## src/rtl/i2c_codec_target_pkg.sv

```systemverilog
// Shared definitions for the I2C codec control target.
package i2c_codec_target_pkg;

   localparam logic [6:0]  DEV_ADDR_DEFAULT = 7'h1A;
   localparam logic [6:0]  RESET_REG        = 7'h0F;
   localparam int unsigned REG_W            = 9;

   typedef enum logic [2:0] {
      IDLE,
      ADDR,
      ACK0,
      BYTE1,
      ACK1,
      BYTE2,
      ACK2,
      IGNORE
   } state_t;

endpackage

```

## src/rtl/i2c_codec_target_if.sv

```systemverilog
// I2C pin bundle: the bus master drives SCL and the sampled SDA level.
// The target only ever pulls SDA low through the open-drain enable.
interface i2c_codec_target_if;
   logic i2c_sclk;
   logic i2c_sdin_in;
   logic i2c_sdin_oe;

   modport master (output i2c_sclk, output i2c_sdin_in, input i2c_sdin_oe);
   modport slave  (input i2c_sclk, input i2c_sdin_in, output i2c_sdin_oe);
endinterface

```

## src/rtl/i2c_codec_target_bus_sync.sv

```systemverilog
// Brings SCL/SDA into the clk domain and flags SCL edges and START/STOP.
// Every flop resets to 1 so the bus looks idle coming out of reset.
module i2c_bus_sync (
   input  logic clk,
   input  logic rst,
   input  logic sclk_async,
   input  logic sda_async,
   output logic sda_lvl,
   output logic scl_rise,
   output logic scl_fall,
   output logic start_det,
   output logic stop_det
);

   // [0],[1] form the 2-flop synchronizer; [2] holds the previous synced value
   logic [2:0] scl_sr;
   logic [2:0] sda_sr;

   // synchronizer and history shift registers
   always_ff @(posedge clk) begin
      if (rst) begin
         scl_sr <= '1;
         sda_sr <= '1;
      end else begin
         scl_sr <= {scl_sr[1:0], sclk_async};
         sda_sr <= {sda_sr[1:0], sda_async};
      end
   end

   assign sda_lvl   = sda_sr[1];
   assign scl_rise  =  scl_sr[1] & ~scl_sr[2];
   assign scl_fall  = ~scl_sr[1] &  scl_sr[2];
   assign start_det =  scl_sr[1] &  scl_sr[2] &  sda_sr[2] & ~sda_sr[1];
   assign stop_det  =  scl_sr[1] &  scl_sr[2] & ~sda_sr[2] &  sda_sr[1];

endmodule

```

## src/rtl/i2c_codec_target.sv

```systemverilog
// Write-only I2C codec control target: address byte, then a 16-bit word
// {reg_addr[6:0], data[8:0]} committed into a small 9-bit register file.
module i2c_codec_target
   import i2c_codec_target_pkg::*;
#(
   parameter logic [6:0]  DEV_ADDR = DEV_ADDR_DEFAULT,
   parameter int unsigned NUM_REGS = 10
) (
   input  logic             clk,
   input  logic             rst,
   i2c_codec_target_if.slave bus,
   input  logic [3:0]       rd_addr,
   output logic [REG_W-1:0] rd_data,
   output logic             wr_valid,
   output logic [6:0]       wr_addr,
   output logic [REG_W-1:0] wr_data,
   output logic             busy
);

   logic sda_lvl, scl_rise, scl_fall, start_det, stop_det;

   i2c_bus_sync u_sync (
      .clk        (clk),
      .rst        (rst),
      .sclk_async (bus.i2c_sclk),
      .sda_async  (bus.i2c_sdin_in),
      .sda_lvl    (sda_lvl),
      .scl_rise   (scl_rise),
      .scl_fall   (scl_fall),
      .start_det  (start_det),
      .stop_det   (stop_det)
   );

   state_t           state, state_nxt;
   logic [2:0]       bit_cnt, bit_cnt_nxt;
   logic [6:0]       shreg, shreg_nxt;
   logic [7:0]       byte1, byte1_nxt;
   logic             oe, oe_nxt;
   logic             busy_nxt;
   logic             do_write, do_clear;
   logic [7:0]       shifted;
   logic [6:0]       reg_addr;
   logic [REG_W-1:0] reg_data;
   logic             reg_in_range;
   logic [REG_W-1:0] regs [NUM_REGS];

   assign shifted      = {shreg, sda_lvl};
   assign reg_addr     = byte1[7:1];
   assign reg_data     = {byte1[0], shifted};
   assign reg_in_range = 32'(reg_addr) < NUM_REGS;

   assign bus.i2c_sdin_oe = oe;

   // FSM and transfer state registers
   always_ff @(posedge clk) begin
      if (rst) begin
         state    <= IDLE;
         bit_cnt  <= '0;
         shreg    <= '0;
         byte1    <= '0;
         oe       <= 1'b0;
         busy     <= 1'b0;
         wr_valid <= 1'b0;
         wr_addr  <= '0;
         wr_data  <= '0;
      end else begin
         state    <= state_nxt;
         bit_cnt  <= bit_cnt_nxt;
         shreg    <= shreg_nxt;
         byte1    <= byte1_nxt;
         oe       <= oe_nxt;
         busy     <= busy_nxt;
         wr_valid <= do_write | do_clear;
         if (do_write || do_clear) begin
            wr_addr <= reg_addr;
            wr_data <= reg_data;
         end
      end
   end

   // next-state logic; STOP and START override every state
   always_comb begin
      state_nxt   = state;
      bit_cnt_nxt = bit_cnt;
      shreg_nxt   = shreg;
      byte1_nxt   = byte1;
      oe_nxt      = oe;
      busy_nxt    = busy;
      do_write    = 1'b0;
      do_clear    = 1'b0;

      if (stop_det) begin
         state_nxt = IDLE;
         oe_nxt    = 1'b0;
         busy_nxt  = 1'b0;
      end else if (start_det) begin
         state_nxt   = ADDR;
         bit_cnt_nxt = '0;
         oe_nxt      = 1'b0;
         busy_nxt    = 1'b1;
      end else begin
         case (state)
            ADDR, BYTE1, BYTE2: begin
               if (scl_rise) begin
                  shreg_nxt   = shifted[6:0];
                  bit_cnt_nxt = bit_cnt + 3'd1;
                  if (bit_cnt == 3'd7) begin
                     if (state == ADDR) begin
                        state_nxt = (shifted == {DEV_ADDR, 1'b0}) ? ACK0 : IGNORE;
                     end else if (state == BYTE1) begin
                        byte1_nxt = shifted;
                        state_nxt = ACK1;
                     end else if (reg_in_range) begin
                        do_write  = 1'b1;
                        state_nxt = ACK2;
                     end else if (reg_addr == RESET_REG) begin
                        do_clear  = 1'b1;
                        state_nxt = ACK2;
                     end else begin
                        state_nxt = IGNORE;
                     end
                  end
               end
            end
            ACK0, ACK1, ACK2: begin
               // oe doubles as the ACK phase: first fall drives, second releases
               if (scl_fall) begin
                  if (!oe) begin
                     oe_nxt = 1'b1;
                  end else begin
                     oe_nxt = 1'b0;
                     if (state == ACK0)      state_nxt = BYTE1;
                     else if (state == ACK1) state_nxt = BYTE2;
                     else                    state_nxt = IGNORE;
                  end
               end
            end
            default: ;
         endcase
      end
   end

   // register file: single write or global clear
   always_ff @(posedge clk) begin
      for (int unsigned i = 0; i < NUM_REGS; i++) begin
         if (rst || do_clear) regs[i] <= '0;
         else if (do_write && reg_addr == 7'(i)) regs[i] <= reg_data;
      end
   end

   // combinational read port, zero outside the implemented range
   always_comb begin
      rd_data = '0;
      for (int unsigned i = 0; i < NUM_REGS; i++) begin
         if (rd_addr == 4'(i)) rd_data = regs[i];
      end
   end

endmodule

```

## src/flat_wrapper.sv

```systemverilog
// flat-port wrapper written by rule: the top's interface ports become plain ports
module i2c_codec_target_flat import i2c_codec_target_pkg::*;
#(
   parameter logic [6:0]  DEV_ADDR = DEV_ADDR_DEFAULT,
   parameter int unsigned NUM_REGS = 10
)
  (clk, rst, rd_addr, rd_data, wr_valid, wr_addr, wr_data, busy, bus_i2c_sclk, bus_i2c_sdin_in, bus_i2c_sdin_oe);
  i2c_codec_target_if bus_i ();
  input  logic clk;
  input  logic rst;
  input  logic [3:0] rd_addr;
  output logic [REG_W-1:0] rd_data;
  output logic wr_valid;
  output logic [6:0] wr_addr;
  output logic [REG_W-1:0] wr_data;
  output logic busy;
  input wire logic [$bits(bus_i.i2c_sclk)-1:0] bus_i2c_sclk;
  input wire logic [$bits(bus_i.i2c_sdin_in)-1:0] bus_i2c_sdin_in;
  output wire logic [$bits(bus_i.i2c_sdin_oe)-1:0] bus_i2c_sdin_oe;
  assign bus_i.i2c_sclk = bus_i2c_sclk;
  assign bus_i.i2c_sdin_in = bus_i2c_sdin_in;
  assign bus_i2c_sdin_oe = bus_i.i2c_sdin_oe;
  i2c_codec_target #(.DEV_ADDR(DEV_ADDR), .NUM_REGS(NUM_REGS)) u_core (.clk(clk), .rst(rst), .bus(bus_i), .rd_addr(rd_addr), .rd_data(rd_data), .wr_valid(wr_valid), .wr_addr(wr_addr), .wr_data(wr_data), .busy(busy));
endmodule
```

## config.mk

```make
export PLATFORM = sky130hd
export DESIGN_NAME = i2c_codec_target_flat
export DESIGN_NICKNAME = d
export VERILOG_FILES = /design/src/rtl/i2c_codec_target_pkg.sv /design/src/rtl/i2c_codec_target_if.sv /design/src/rtl/i2c_codec_target_bus_sync.sv /design/src/rtl/i2c_codec_target.sv /design/src/flat_wrapper.sv
export SDC_FILE = /design/constraint.sdc
export NUM_CORES = 1
export LEC_CHECK = 0
export BUFFER_PORTS_ARGS = -buffer_cell sky130_fd_sc_hd__buf_2
export CAP_MARGIN = 25
export CELL_PAD_IN_SITES_DETAIL_PLACEMENT = 0
export CELL_PAD_IN_SITES_GLOBAL_PLACEMENT = 1
export CORE_ASPECT_RATIO = 0.6
export CORE_MARGIN = 2
export CORE_UTILIZATION = 52
export CTS_CLUSTER_DIAMETER = 200
export DETAILED_ROUTE_END_ITERATION = 10
export HOLD_SLACK_MARGIN = 0.1
export PLACE_DENSITY_LB_ADDON = 0.3
export SETUP_SLACK_MARGIN = 0.3
export SLEW_MARGIN = 20
export SYNTH_ARGS = -nofsm -noshare
export SYNTH_HDL_FRONTEND = slang
export SYNTH_SLANG_ARGS = --single-unit
```

## constraint.sdc

```tcl
create_clock -name clk -period 4.4 [get_ports clk]
set_input_delay 0.44 -clock clk [delete_from_list [all_inputs] [get_ports clk]]
set_output_delay 0.44 -clock clk [all_outputs]
set_load 0.1 [all_outputs]
```

==> metrics <==
Post-Synthesis Mean Instance Area=11.00 sq um; total die area=0.01265 sq mm; final cell count without fillers=746; status=finished clean; Syn. warnings=0; fraction of the mapped netlist area in compound gates=7.952%; adder-cell area share of the yosys netlist=0.4099%; setup ws final=1.285 ns; post-CTS setup buffers=0; vias in the first global route=4063; placed cell count=714; first-pass GRT wire length=22310 microns; Worst Path Required=3.96 ns; M1 WL=7340 microns; floorplan core area=0.01137 sq mm; Post-Synth XOR/XNOR Area=0.1435%; Final Util=60.78%; most frequent cells in the layout=nor2_1, edfxtp_1, mux2i_1; Hold WC Path Type=input pin to register; CTS Sinks=136; starting density of the core=53.67%; Setup crit start=rd_addr[0]; DR WL/cell=19.08 microns; Worst setup SP type=input pin; critical path class=input pin to primary output; antenna violations before repair=0; final hold violation count=0; Post-synth ARST share=0%; CP max FO=33; Hold Buf Count CTS=0; num rows=30; All-Layer GR Usage=24.08%; initial drt markers=420; Port Buffers=35; Via density=5.799; PD cells=427.1 mW/mm^2; Max H-tree Level=4; RSZ-0062 raised after global routing=false; layout cells sized above 1=16.89%; worst r2r src=u_core.bit_cnt[0]$_SDFFE_PP0P_; Detailed Routing Iterations Pass 1=5; Leak=2.574 nW; routability cong.=0.8518; relative slew slack=51.45%; worst hold path endpoint=u_core.u_sync.scl_sr[0]$_SDFF_PP1_; Clk pin slew, worst setup/hold paths=0.06 ns; final wirelength=14240 microns; FF-to-FF setup slack=1.85 ns; DRC Markers=0; HP Start=bus_i2c_sclk; Netlist Area Pre-Place=0.006105 sq mm; multiplexer share of the synthesized area=9.531%; share of the yosys chip area belonging to registers=59.36%; number of antenna cells inserted=0; worst skew pair latency=0.41 ns; final setup violation count=0; crit share post-route=70.80%; top_reg_cell synth=edfxtp_1; synthesized-area fraction occupied by and/or/nand/nor cells=19.45%; clock buffer depth=2; CTS tree=yes; critical path arrival=2.68 ns; dpl hpwl=9836 microns; max-cap violations=0; chip width=143.9 microns; number of synthesized flops with an enable pin=90; Distinct cells, synth=52; uppermost layer routed=met4; vias=4326; worst hold path depth=2; Worst Setup Slack post-DPL=1.364 ns; Nets=583; length of routed met3 wiring=913 microns; Power Total=2.952 mW; largest net degree at the start of global routing=34; critical path endpoint category=primary output; worst reg2reg endpoint=u_core.regs[0][6]$_SDFFCE_PN0P_; syn_nets=565; # IOs=36; Seq cells post-synth=136; Overflow after GRT=0; Root Buffer=clkbuf_16; worst vdd ir=0.0003143 V; Routed Antenna Nets=0; Worst Skew=0.007529 ns; min Tclk post-route=3.115 ns; most common cell after layout, fill and taps aside=nor2_1; combinational family with the most area after synthesis=simple AND/OR/NAND/NOR gates; Fmax=0.3210 GHz; post-cts sizing count=0; cell count after synthesis=555; Area growth, synth to finish=13.24%; Worst Tran Pin Value=0.7268 ns; total CTS buffers=17; FF-to-FF path depth=6; Slew Viols, Final=0; WL met2=5836 microns; DIE HEIGHT=87.93 microns; TNS Setup=0 ns
==> synthesized netlist by cell type, types with 2 or more instances <==
library cell / instances / area share, %
a211oi_1: 17 / 2.1
a21oi_1: 4 / 0.33
a22o_1: 8 / 1.1
a31oi_1: 9 / 0.92
and2_1: 5 / 0.51
and3_1: 2 / 0.20
and4b_1: 2 / 0.33
buf_1: 5 / 0.31
buf_2: 12 / 0.98
clkbuf_1: 19 / 1.2
dfxtp_1: 46 / 15
edfxtp_1: 90 / 44
ha_1: 2 / 0.41
inv_1: 4 / 0.25
mux2_2: 9 / 1.7
mux2i_1: 48 / 7.9
nand2_1: 32 / 2.0
nand2_2: 3 / 0.31
nand2b_1: 20 / 2.0
nand3_2: 2 / 0.33
nand4b_1: 2 / 0.29
nand4b_2: 2 / 0.49
nor2_1: 135 / 8.3
nor2b_1: 13 / 1.3
nor3_1: 11 / 0.90
o211ai_1: 9 / 1.1
o21ai_0: 12 / 0.98
o31ai_1: 2 / 0.25
or2_2: 7 / 0.72
==> logic make-up (layout without fill, tap and decap cells) <==
kind of cell / Yosys count / after routing
buffers and inverters: 44 / 75
AOI/OAI and AO/OA: 68 / 68
DFF: 136 / 136
adders and majority gates: 2 / 2
and+or+nand+nor: 247 / 247
xor gates and xnor gates: 1 / 1
muxes: 57 / 57
==> worst max-delay path, stage by stage <==
cell	delay (ns)
buf_2	0.51
nor2b_1	0.68
a22o_1	0.26
nand2_1	0.07
a31oi_1	0.24
buf_2	0.46
==> metrics by stage <==
step / hold WS, ns / instance area, sq um
6_report: 0.2076 / 6913
3_5_place_dp: 0.3952 / 6332
2_1_floorplan: 0.3895 / 6105
4_1_cts: 0.2007 / 6913
5_1_grt: 0.2061 / 6913
3_3_place_gp: 0.3918 / 6321
==> registers in the layout, summed over array words and instances, names as in the netlist <==
register	count
u_core.bit_cnt	3
u_core.bus.i2c_sdin_oe	1
u_core.busy	1
u_core.byte1	8
u_core.regs	90
u_core.shreg	7
u_core.state	3
u_core.u_sync.scl_sr	3
u_core.u_sync.sda_sr	3
u_core.wr_addr	7
u_core.wr_data	9
u_core.wr_valid	1
==> how the worst max path moves through the flow <==
stage | endpoint | slack, ns | cells after the start
floorplan | rd_data[6] | 1.04 | 7
global placement | rd_data[0] | 1.45 | 6
detailed placement | rd_data[8] | 1.36 | 6
CTS | rd_data[8] | 1.32 | 6
global route | rd_data[8] | 1.13 | 6
finish | rd_data[8] | 1.28 | 6
==> layout make-up <==
| cell class | count | area [sq um] |
|---|---|---|
| flip-flops and latches | 136 | 3623 |
| repair buffers | 38 | 201.4 |
| clock buffers | 23 | 520.5 |
| clock inverters | 9 | 60.06 |
| multi-input cells | 375 | 2288 |
| well taps | 160 | 200.2 |
| inverters | 5 | 18.77 |
| fillers | 935 | 4461 |
==> power by group <==
group          leakage (nW)  switching (mW)  internal (mW)
Combinational         0.989           0.146         0.0450
Clock                 0.286           0.528          0.832
Sequential             1.30          0.0127           1.39
==> metal layers <==
layer | track usage [%] | up-vias
met1 | 36.84 | 2136
li1 | - | 2009
met3 | 5.358 | 16
met2 | 34.46 | 165
met4 | 7.130 | 0
met5 | 0 | -
(Power assumes the default switching activity.)
